<file path="src/rtl/exc_ctrl_pkg.sv">
// -----------------------------------------------------------------------------
// exc_ctrl_pkg
// Shared definitions for the MEM-stage exception controller:
//   - exception type encodings driven to CP0
//   - bit positions inside the per-instruction exception flag vector
//   - CP0 register addresses and the Status/Cause fields used here
//   - controller FSM state encoding
//   - the fixed-priority exception encoder
// -----------------------------------------------------------------------------
package exc_ctrl_pkg;

  localparam int EXC_TYPE_W = 4;

  typedef enum logic [EXC_TYPE_W-1:0] {
    EXC_TYPE_NONE    = 4'h0,
    EXC_TYPE_INT     = 4'h1,
    EXC_TYPE_IF_ADEL = 4'h2,
    EXC_TYPE_RI      = 4'h3,
    EXC_TYPE_OV      = 4'h4,
    EXC_TYPE_BP      = 4'h5,
    EXC_TYPE_SYS     = 4'h6,
    EXC_TYPE_ADEL    = 4'h7,
    EXC_TYPE_ADES    = 4'h8,
    EXC_TYPE_ERET    = 4'h9
  } exc_type_e;

  // mem_exc_flags = {eret, ades, adel, sys, bp, ov, ri, if_adel}
  localparam int FLAG_IF_ADEL = 0;
  localparam int FLAG_RI      = 1;
  localparam int FLAG_OV      = 2;
  localparam int FLAG_BP      = 3;
  localparam int FLAG_SYS     = 4;
  localparam int FLAG_ADEL    = 5;
  localparam int FLAG_ADES    = 6;
  localparam int FLAG_ERET    = 7;

  // CP0 register numbers
  localparam logic [4:0] CP0_ADDR_STATUS = 5'd12;
  localparam logic [4:0] CP0_ADDR_CAUSE  = 5'd13;
  localparam logic [4:0] CP0_ADDR_EPC    = 5'd14;

  // Status / Cause field positions
  localparam int STATUS_IE  = 0;
  localparam int STATUS_EXL = 1;

  typedef enum logic [1:0] {
    ST_RUN   = 2'd0,
    ST_FLUSH = 2'd1,
    ST_DRAIN = 2'd2
  } exc_state_e;

  // Fixed priority: INT, IF_ADEL, RI, OV, BP, SYS, ADEL, ADES, ERET.
  function automatic exc_type_e exc_prioritise(input logic int_take, input logic [7:0] flags);
    exc_type_e t;
    if (int_take)                    t = EXC_TYPE_INT;
    else if (flags[FLAG_IF_ADEL])    t = EXC_TYPE_IF_ADEL;
    else if (flags[FLAG_RI])         t = EXC_TYPE_RI;
    else if (flags[FLAG_OV])         t = EXC_TYPE_OV;
    else if (flags[FLAG_BP])         t = EXC_TYPE_BP;
    else if (flags[FLAG_SYS])        t = EXC_TYPE_SYS;
    else if (flags[FLAG_ADEL])       t = EXC_TYPE_ADEL;
    else if (flags[FLAG_ADES])       t = EXC_TYPE_ADES;
    else if (flags[FLAG_ERET])       t = EXC_TYPE_ERET;
    else                             t = EXC_TYPE_NONE;
    return t;
  endfunction

endpackage

</file>
<file path="src/rtl/exc_ctrl_if.sv">
// -----------------------------------------------------------------------------
// exc_ctrl_if
// Bundle between the pipeline/CP0 side and the exception controller.
//   master : pipeline/CP0 side (drives MEM-stage info, interrupts, CP0 state,
//            WB MTC0 bypass; receives CP0 write data and PC redirect)
//   slave  : exc_ctrl
// Signals: mem_valid, mem_stall, mem_pc, mem_delayslot, mem_exc_flags,
//          mem_if_addr, mem_ls_addr, int_i, cp0_status, cp0_cause, cp0_epc,
//          wb_cp0_we, wb_cp0_waddr, wb_cp0_wdata  (towards exc_ctrl)
//          exception_type, delayslot_flag, current_pc, badvaddr,
//          flush_o, redirect_vld, redirect_pc     (from exc_ctrl)
// -----------------------------------------------------------------------------
interface exc_ctrl_if;
  import exc_ctrl_pkg::*;

  logic        mem_valid;
  logic        mem_stall;
  logic [31:0] mem_pc;
  logic        mem_delayslot;
  logic [7:0]  mem_exc_flags;
  logic [31:0] mem_if_addr;
  logic [31:0] mem_ls_addr;
  logic [5:0]  int_i;
  logic [31:0] cp0_status;
  logic [31:0] cp0_cause;
  logic [31:0] cp0_epc;
  logic        wb_cp0_we;
  logic [4:0]  wb_cp0_waddr;
  logic [31:0] wb_cp0_wdata;

  exc_type_e   exception_type;
  logic        delayslot_flag;
  logic [31:0] current_pc;
  logic [31:0] badvaddr;
  logic        flush_o;
  logic        redirect_vld;
  logic [31:0] redirect_pc;

  modport master (
    output mem_valid, mem_stall, mem_pc, mem_delayslot, mem_exc_flags,
           mem_if_addr, mem_ls_addr, int_i, cp0_status, cp0_cause, cp0_epc,
           wb_cp0_we, wb_cp0_waddr, wb_cp0_wdata,
    input  exception_type, delayslot_flag, current_pc, badvaddr,
           flush_o, redirect_vld, redirect_pc
  );

  modport slave (
    input  mem_valid, mem_stall, mem_pc, mem_delayslot, mem_exc_flags,
           mem_if_addr, mem_ls_addr, int_i, cp0_status, cp0_cause, cp0_epc,
           wb_cp0_we, wb_cp0_waddr, wb_cp0_wdata,
    output exception_type, delayslot_flag, current_pc, badvaddr,
           flush_o, redirect_vld, redirect_pc
  );

endinterface

</file>
<file path="src/rtl/exc_ctrl_int_sync.sv">
// -----------------------------------------------------------------------------
// exc_ctrl_int_sync
// Samples the external hardware interrupt lines into the clk domain.
// Configuration macro: EXC_INT_SYNC_EN
//   defined   : 2-flop synchroniser, 2-cycle sample latency (asynchronous lines)
//   undefined : single register, 1-cycle latency (lines already synchronous)
// Ports:
//   clk    in  1  clock
//   rst    in  1  synchronous active-high reset (sample registers cleared)
//   i_int  in  6  raw interrupt lines
//   o_int  out 6  sampled interrupt lines
// -----------------------------------------------------------------------------
module exc_ctrl_int_sync (
  input  logic       clk,
  input  logic       rst,
  input  logic [5:0] i_int,
  output logic [5:0] o_int
);

`ifdef EXC_INT_SYNC_EN
  logic [5:0] r_int_meta;
  logic [5:0] r_int_sync;

  // two-stage synchroniser for asynchronous interrupt sources
  always_ff @(posedge clk) begin
    if (rst) begin
      r_int_meta <= 6'd0;
      r_int_sync <= 6'd0;
    end else begin
      r_int_meta <= i_int;
      r_int_sync <= r_int_meta;
    end
  end

  assign o_int = r_int_sync;
`else
  logic [5:0] r_int_sample;

  // single sample register for clk-synchronous interrupt sources
  always_ff @(posedge clk) begin
    if (rst) begin
      r_int_sample <= 6'd0;
    end else begin
      r_int_sample <= i_int;
    end
  end

  assign o_int = r_int_sample;
`endif

endmodule

</file>
<file path="src/rtl/exc_ctrl.sv">
// -----------------------------------------------------------------------------
// exc_ctrl
// MEM-stage exception/interrupt arbiter sitting directly upstream of CP0.
// Prioritises interrupts and per-instruction exception flags of the committing
// MEM instruction, presents the CP0 write data combinationally, and sequences
// the pipeline flush plus PC redirect (exception vector, or EPC for ERET).
// Parameters:
//   EXC_VECTOR   redirect target for every exception except ERET
//   DRAIN_CYCLES squash cycles after the one-cycle flush pulse (0..7)
// Configuration macro: EXC_INT_SYNC_EN (interrupt sampling depth, see
//   exc_ctrl_int_sync).
// Ports:
//   clk  in  1  clock
//   rst  in  1  synchronous active-high reset
//   bus  exc_ctrl_if.slave  MEM-stage/CP0 inputs; CP0 write data and
//        registered flush_o / redirect_vld / redirect_pc outputs
// -----------------------------------------------------------------------------
module exc_ctrl
  import exc_ctrl_pkg::*;
#(
  parameter logic [31:0] EXC_VECTOR   = 32'hBFC0_0380,
  parameter int unsigned DRAIN_CYCLES = 1
) (
  input  logic       clk,
  input  logic       rst,
  exc_ctrl_if.slave  bus
);

  // Counter reload so that DRAIN lasts exactly DRAIN_CYCLES cycles.
  localparam logic [2:0] DRAIN_LOAD = (DRAIN_CYCLES == 0) ? 3'd0 : 3'(DRAIN_CYCLES - 1);

  exc_state_e  r_state;
  exc_state_e  w_state_nxt;
  logic [2:0]  r_drain_cnt;
  logic [2:0]  w_drain_cnt_nxt;

  logic        r_flush;
  logic        r_redirect_vld;
  logic [31:0] r_redirect_pc;
  logic        w_flush_nxt;
  logic        w_redirect_vld_nxt;
  logic [31:0] w_redirect_pc_nxt;

  logic [5:0]  w_int_sampled;
  logic [31:0] w_status;
  logic [31:0] w_cause;
  logic [31:0] w_epc;
  logic        w_int_pend;
  logic        w_int_take;
  logic        w_commit;
  exc_type_e   w_exc_type;
  logic        w_unused_bits;

  exc_ctrl_int_sync u_int_sync (
    .clk   (clk),
    .rst   (rst),
    .i_int (bus.int_i),
    .o_int (w_int_sampled)
  );

  // An MTC0 still in WB has not reached CP0 yet, so its data overrides the
  // architectural value for the register it targets.
  assign w_status = (bus.wb_cp0_we && (bus.wb_cp0_waddr == CP0_ADDR_STATUS)) ? bus.wb_cp0_wdata : bus.cp0_status;
  assign w_cause  = (bus.wb_cp0_we && (bus.wb_cp0_waddr == CP0_ADDR_CAUSE))  ? bus.wb_cp0_wdata : bus.cp0_cause;
  assign w_epc    = (bus.wb_cp0_we && (bus.wb_cp0_waddr == CP0_ADDR_EPC))    ? bus.wb_cp0_wdata : bus.cp0_epc;

  // HW lines masked by IM[7:2], software lines Cause.IP[1:0] by IM[1:0].
  assign w_int_pend = (|(w_int_sampled & w_status[15:10])) | (|(w_cause[9:8] & w_status[9:8]));
  assign w_int_take = w_int_pend & w_status[STATUS_IE] & ~w_status[STATUS_EXL];

  // Interrupts stay pending as a level until an instruction actually commits.
  assign w_commit   = (r_state == ST_RUN) & bus.mem_valid & ~bus.mem_stall;
  assign w_exc_type = w_commit ? exc_prioritise(w_int_take, bus.mem_exc_flags) : EXC_TYPE_NONE;

  assign bus.exception_type = w_exc_type;
  assign bus.delayslot_flag = bus.mem_delayslot;
  assign bus.current_pc     = bus.mem_pc;
  assign bus.badvaddr       = (w_exc_type == EXC_TYPE_IF_ADEL) ? bus.mem_if_addr : bus.mem_ls_addr;

  assign bus.flush_o      = r_flush;
  assign bus.redirect_vld = r_redirect_vld;
  assign bus.redirect_pc  = r_redirect_pc;

  // Status/Cause bits that this block does not interpret.
  assign w_unused_bits = &{1'b0, w_status[31:16], w_status[7:2], w_cause[31:10], w_cause[7:0]};

  // FSM state register and drain counter
  always_ff @(posedge clk) begin
    if (rst) begin
      r_state     <= ST_RUN;
      r_drain_cnt <= 3'd0;
    end else begin
      r_state     <= w_state_nxt;
      r_drain_cnt <= w_drain_cnt_nxt;
    end
  end

  // FSM next-state logic
  always_comb begin
    w_state_nxt     = r_state;
    w_drain_cnt_nxt = r_drain_cnt;
    case (r_state)
      ST_RUN: begin
        if (w_exc_type != EXC_TYPE_NONE) begin
          w_state_nxt = ST_FLUSH;
        end else begin
          w_state_nxt = ST_RUN;
        end
      end
      ST_FLUSH: begin
        if (DRAIN_CYCLES != 0) begin
          w_state_nxt     = ST_DRAIN;
          w_drain_cnt_nxt = DRAIN_LOAD;
        end else begin
          w_state_nxt = ST_RUN;
        end
      end
      ST_DRAIN: begin
        if (r_drain_cnt == 3'd0) begin
          w_state_nxt = ST_RUN;
        end else begin
          w_drain_cnt_nxt = r_drain_cnt - 3'd1;
        end
      end
      default: begin
        w_state_nxt     = ST_RUN;
        w_drain_cnt_nxt = 3'd0;
      end
    endcase
  end

  // FSM output decode; values are registered so flush/redirect track the
  // state being entered
  always_comb begin
    w_flush_nxt        = (w_state_nxt != ST_RUN);
    w_redirect_vld_nxt = (w_state_nxt == ST_FLUSH);
    w_redirect_pc_nxt  = r_redirect_pc;
    if ((r_state == ST_RUN) && (w_state_nxt == ST_FLUSH)) begin
      // ERET returns to EPC without checking Status.EXL
      if (w_exc_type == EXC_TYPE_ERET) begin
        w_redirect_pc_nxt = w_epc;
      end else begin
        w_redirect_pc_nxt = EXC_VECTOR;
      end
    end else begin
      w_redirect_pc_nxt = r_redirect_pc;
    end
  end

  // registered flush / redirect outputs
  always_ff @(posedge clk) begin
    if (rst) begin
      r_flush        <= 1'b0;
      r_redirect_vld <= 1'b0;
      r_redirect_pc  <= 32'd0;
    end else begin
      r_flush        <= w_flush_nxt;
      r_redirect_vld <= w_redirect_vld_nxt;
      r_redirect_pc  <= w_redirect_pc_nxt;
    end
  end

endmodule
</file>
<file path="src/flat_wrapper.sv">
// flat-port wrapper written by rule: the top's interface ports become plain ports
module exc_ctrl_flat import exc_ctrl_pkg::*;
#(
  parameter logic [31:0] EXC_VECTOR   = 32'hBFC0_0380,
  parameter int unsigned DRAIN_CYCLES = 1
)
  (clk, rst, bus_mem_valid, bus_mem_stall, bus_mem_pc, bus_mem_delayslot, bus_mem_exc_flags, bus_mem_if_addr, bus_mem_ls_addr, bus_int_i, bus_cp0_status, bus_cp0_cause, bus_cp0_epc, bus_wb_cp0_we, bus_wb_cp0_waddr, bus_wb_cp0_wdata, bus_exception_type, bus_delayslot_flag, bus_current_pc, bus_badvaddr, bus_flush_o, bus_redirect_vld, bus_redirect_pc);
  exc_ctrl_if bus_i ();
  input  logic clk;
  input  logic rst;
  input wire logic [$bits(bus_i.mem_valid)-1:0] bus_mem_valid;
  input wire logic [$bits(bus_i.mem_stall)-1:0] bus_mem_stall;
  input wire logic [$bits(bus_i.mem_pc)-1:0] bus_mem_pc;
  input wire logic [$bits(bus_i.mem_delayslot)-1:0] bus_mem_delayslot;
  input wire logic [$bits(bus_i.mem_exc_flags)-1:0] bus_mem_exc_flags;
  input wire logic [$bits(bus_i.mem_if_addr)-1:0] bus_mem_if_addr;
  input wire logic [$bits(bus_i.mem_ls_addr)-1:0] bus_mem_ls_addr;
  input wire logic [$bits(bus_i.int_i)-1:0] bus_int_i;
  input wire logic [$bits(bus_i.cp0_status)-1:0] bus_cp0_status;
  input wire logic [$bits(bus_i.cp0_cause)-1:0] bus_cp0_cause;
  input wire logic [$bits(bus_i.cp0_epc)-1:0] bus_cp0_epc;
  input wire logic [$bits(bus_i.wb_cp0_we)-1:0] bus_wb_cp0_we;
  input wire logic [$bits(bus_i.wb_cp0_waddr)-1:0] bus_wb_cp0_waddr;
  input wire logic [$bits(bus_i.wb_cp0_wdata)-1:0] bus_wb_cp0_wdata;
  output wire logic [$bits(bus_i.exception_type)-1:0] bus_exception_type;
  output wire logic [$bits(bus_i.delayslot_flag)-1:0] bus_delayslot_flag;
  output wire logic [$bits(bus_i.current_pc)-1:0] bus_current_pc;
  output wire logic [$bits(bus_i.badvaddr)-1:0] bus_badvaddr;
  output wire logic [$bits(bus_i.flush_o)-1:0] bus_flush_o;
  output wire logic [$bits(bus_i.redirect_vld)-1:0] bus_redirect_vld;
  output wire logic [$bits(bus_i.redirect_pc)-1:0] bus_redirect_pc;
  assign bus_i.mem_valid = bus_mem_valid;
  assign bus_i.mem_stall = bus_mem_stall;
  assign bus_i.mem_pc = bus_mem_pc;
  assign bus_i.mem_delayslot = bus_mem_delayslot;
  assign bus_i.mem_exc_flags = bus_mem_exc_flags;
  assign bus_i.mem_if_addr = bus_mem_if_addr;
  assign bus_i.mem_ls_addr = bus_mem_ls_addr;
  assign bus_i.int_i = bus_int_i;
  assign bus_i.cp0_status = bus_cp0_status;
  assign bus_i.cp0_cause = bus_cp0_cause;
  assign bus_i.cp0_epc = bus_cp0_epc;
  assign bus_i.wb_cp0_we = bus_wb_cp0_we;
  assign bus_i.wb_cp0_waddr = bus_wb_cp0_waddr;
  assign bus_i.wb_cp0_wdata = bus_wb_cp0_wdata;
  assign bus_exception_type = bus_i.exception_type;
  assign bus_delayslot_flag = bus_i.delayslot_flag;
  assign bus_current_pc = bus_i.current_pc;
  assign bus_badvaddr = bus_i.badvaddr;
  assign bus_flush_o = bus_i.flush_o;
  assign bus_redirect_vld = bus_i.redirect_vld;
  assign bus_redirect_pc = bus_i.redirect_pc;
  exc_ctrl #(.EXC_VECTOR(EXC_VECTOR), .DRAIN_CYCLES(DRAIN_CYCLES)) u_core (.clk(clk), .rst(rst), .bus(bus_i));
endmodule
</file>
<file path="config.mk">
export PLATFORM = sky130hd
export DESIGN_NAME = exc_ctrl_flat
export DESIGN_NICKNAME = d
export VERILOG_FILES = /design/src/rtl/exc_ctrl_pkg.sv /design/src/rtl/exc_ctrl_if.sv /design/src/rtl/exc_ctrl_int_sync.sv /design/src/rtl/exc_ctrl.sv /design/src/flat_wrapper.sv
export SDC_FILE = /design/constraint.sdc
export NUM_CORES = 1
export LEC_CHECK = 0
export BUFFER_PORTS_ARGS = -buffer_cell sky130_fd_sc_hd__buf_4
export CAP_MARGIN = 20
export CORE_AREA = 2 2 137 139
export DETAILED_ROUTE_END_ITERATION = 8
export DIE_AREA = 0 0 139 141
export GPL_ROUTABILITY_DRIVEN = 0
export GPL_TIMING_DRIVEN = 1
export PLACE_DENSITY = 0.53
export REMOVE_ABC_BUFFERS = 1
export SYNTH_ARGS = -nofsm -noshare
export SYNTH_HDL_FRONTEND = slang
export SYNTH_SLANG_ARGS = --single-unit
</file>
<file path="constraint.sdc">
create_clock -name clk -period 2.2 [get_ports clk]
set_input_delay 0 -clock clk [delete_from_list [all_inputs] [get_ports clk]]
set_output_delay 0 -clock clk [all_outputs]
set_load 0.01 [all_outputs]
</file>
==> run summary <==
Area growth syn-to-layout = 85.3%
1st-iter DRT viols = 86
Clk_skew = 0.0105 ns
Max Cap Viol = 0
Setup ws final = -0.0838 ns
Core area = 18300 um^2
Crit path from = u_core.u_int_sync.o_int[1]$_SDFF_PP0_
Fin crit period = 2.28 ns
Gr ovfl total = 0
Cells after Synth = 307
Fillers = 1926
Share of the yosys chip area belonging to registers = 29.4%
Most frequent cells in the layout = buf_4 (215), dfxtp_1 (43), buf_6 (40)
Failing checks = negative hold slack, negative setup slack
FFs w/ async S/R, synth = 0%
Maximum vdd drop = 0.267 mV
Max FO, Critical Path = 6
Ys flop type = dfxtp_1
Status = finished, violations left
Starting density of the core = 16.8%
Setup TNS = -0.869 ns
Worst-Skew Late Latency = 0.29 ns
Proportion of layout cells with a drive suffix above 1 = 65.2%
Post-synth top area cell = dfxtp_1
Std cell rows = 50
WP data required = 2.20 ns
H-tree depth = 2
Register Area = 903 um^2
Via count of the first global-routing pass = 3361
IO Pins = 352
# setup viols final = 11
Routed length per placed instance = 19.1 um
Hold Path Class = in2reg
Tcrit/Tclk final = 104%
CTS Sinks = 45
Residual DRC = 0
RSZ-0062 raised after global routing = true
Flops & latches, synth = 45
Nature of the critical path startpoint = flop
Netlist cell types = 40
Pins Over Slew Limit = 0
Syn_area_per_cell = 9.99 um^2
Largest cells by area after synthesis = dfxtp_1 (29%), mux2i_1 (11%), o32ai_2 (11%)
Crit end category = output pin
Post-Route WL = 14.7 mm
Reg clk slew, reported paths = 0.07 ns
Post-synth top area share = 29.4%
Die Span Y = 141 um
First-pass GRT wire length = 20.1 mm
Commonest non-fill, non-tap cell in the layout = buf_4
Routed Antenna Nets = 0
Initial antenna violation count = 0
Chip width = 139 um
Worst Path Arrival = 2.28 ns
Worst slew margin = 59.3%
CP Class = reg2out
Post-synth EDFFs = 0
Drt pass-1 iters = 4
Leak = 2.53 nW
Die ar. = 19600 um^2
Post-Place Worst Slack = -0.318 ns
Multi-input gate area = 1930 um^2
Vias = 3216
Detail Placement HPWL = 11.4 mm
Root Buffer = clkbuf_16
All-Layer GR Usage = 13.6%
Reg2Reg Launch Point = u_core.u_int_sync.o_int[1]$_SDFF_PP0_
PwrDens = 420 nW/um^2
Final Non-Filler Cells = 772
Port-buffer cells = 233
Routed vias/inst = 4.17
Worst Max-Slew Pin Slew = 0.611 ns
Hold_sp = bus_cp0_epc[8]
Synthesis Warnings = 0
Pin count of the biggest net entering global routing = 46
Clock Tree Buf Depth = 2
WHS = -0.000666 ns
Nets@finish = 788
Final Hold Viols = 1
Cells after DPL = 738
CTS buffer count = 5
# diodes = 0
CTS tree = yes
Maximum clock frequency = 438 MHz
Mapped cell area = 3070 um^2
==> report_power, final <==
part	switching [W]	internal (W)	total, W
sequential	0.0000171	0.000843	0.000860
clock	0.000349	0.000428	0.000777
combinational	0.000276	0.000470	0.000746
==> metal layers <==
metal	part of all wire [%]	vias up	track usage (%)
li1	-	1528	-
met1	41	1503	16.4
met2	44	174	20.0
met3	14	9	9.88
met4	0.25	2	1.28
met5	0.51	-	3.51
==> timing repair <==
| action | CTS | global route |
|---|---|---|
| pin swaps | 27 | 7 |
| gates cloned | 2 | 5 |
| resized for setup | 58 | 31 |
| hold buffers | 13 | 0 |
| buffers inserted | 8 | 0 |
| setup endpoints to repair | 34 | 69 |
| endpoints found under the hold margin | 11 | 0 |
==> stage by stage <==
step / area, um^2 / utilization, % / hold WS, ns / total power, W
after floorplan: 2730 / - / 0 / 0.00108
after global placement: 4930 / 27.0 / 0.0000686 / 0.00149
after detailed placement: 4930 / 27.0 / 0.0000686 / 0.00150
after CTS: 5540 / 30.3 / 0.0000686 / 0.00240
after global routing: 5680 / 31.1 / 0.0000596 / 0.00251
final: 5680 / 31.1 / -0.000666 / 0.00238
==> cells by family (layout without fill, tap and decap cells) <==
logic type               count (synthesis)  after routing  synth area share, %
AO/OA/AOI/OAI                           51             51                 18.5
multiplexers                            70             70                 24.3
AND/OR/NAND/NOR                         58             59                 11.9
buffers and inverters                   79            309                 14.5
adder cells (fa/ha/maj)                  2              2                0.816
XOR/XNOR                                 2              2                0.572
flip-flops                              45             45                 29.4
==> synthesized netlist by cell type, types with 3 or more instances <==
library cell,count
nand2b_1,14
nor3b_1,3
mux2_1,14
buf_2,7
inv_1,28
mux2i_1,34
nor2_1,13
o32ai_2,20
nand2_1,6
dfxtp_1,45
a21oi_1,3
nor2b_1,7
clkbuf_1,9
nor3_1,6
mux2_2,22
a22oi_1,14
buf_4,33
==> registers in the layout, indices dropped and copies added (netlist names) <==
signal and count:
u_core.r_state 2, u_core.bus.flush_o 1, u_core.bus.redirect_vld 1, u_core.r_drain_cnt 3
u_core.u_int_sync.o_int 6, u_core.bus.redirect_pc 32
==> worst paths after layout <==
| check | to | slack (ns) | cells after the start |
|---|---|---|---|
| setup / recovery | bus_badvaddr[10] | -0.08 | 9 |
| hold reg to reg | u_core.bus.redirect_pc[1]$_SDFFE_PP0P_ | 0.49 | 2 |
| setup reg to reg | u_core.bus.redirect_pc[21]$_SDFFE_PP0P_ | 0.03 | 10 |
| hold / removal | u_core.bus.redirect_pc[8]$_SDFFE_PP0P_ | -0.0007 | 3 |
==> layout make-up <==
cell class | instances | area share, %
clock inverters | 3 | 0.441
flip-flops and latches | 45 | 15.9
repair buffers | 273 | 40.5
inverters | 28 | 1.85
multi-input cells | 184 | 33.9
well taps | 234 | 5.16
clock buffers | 5 | 2.20
==> worst max-delay path, cell delays in order (launching register included) <==
cell and delay (ns):
dfxtp_2 0.33, a22oi_2 0.18, mux2i_2 0.12, a2111oi_4 0.34
a21oi_2 0.12, nand3b_4 0.20, buf_6 0.15, buf_12 0.13
mux2_4 0.30, buf_6 0.12
(Power assumes the default switching activity.)
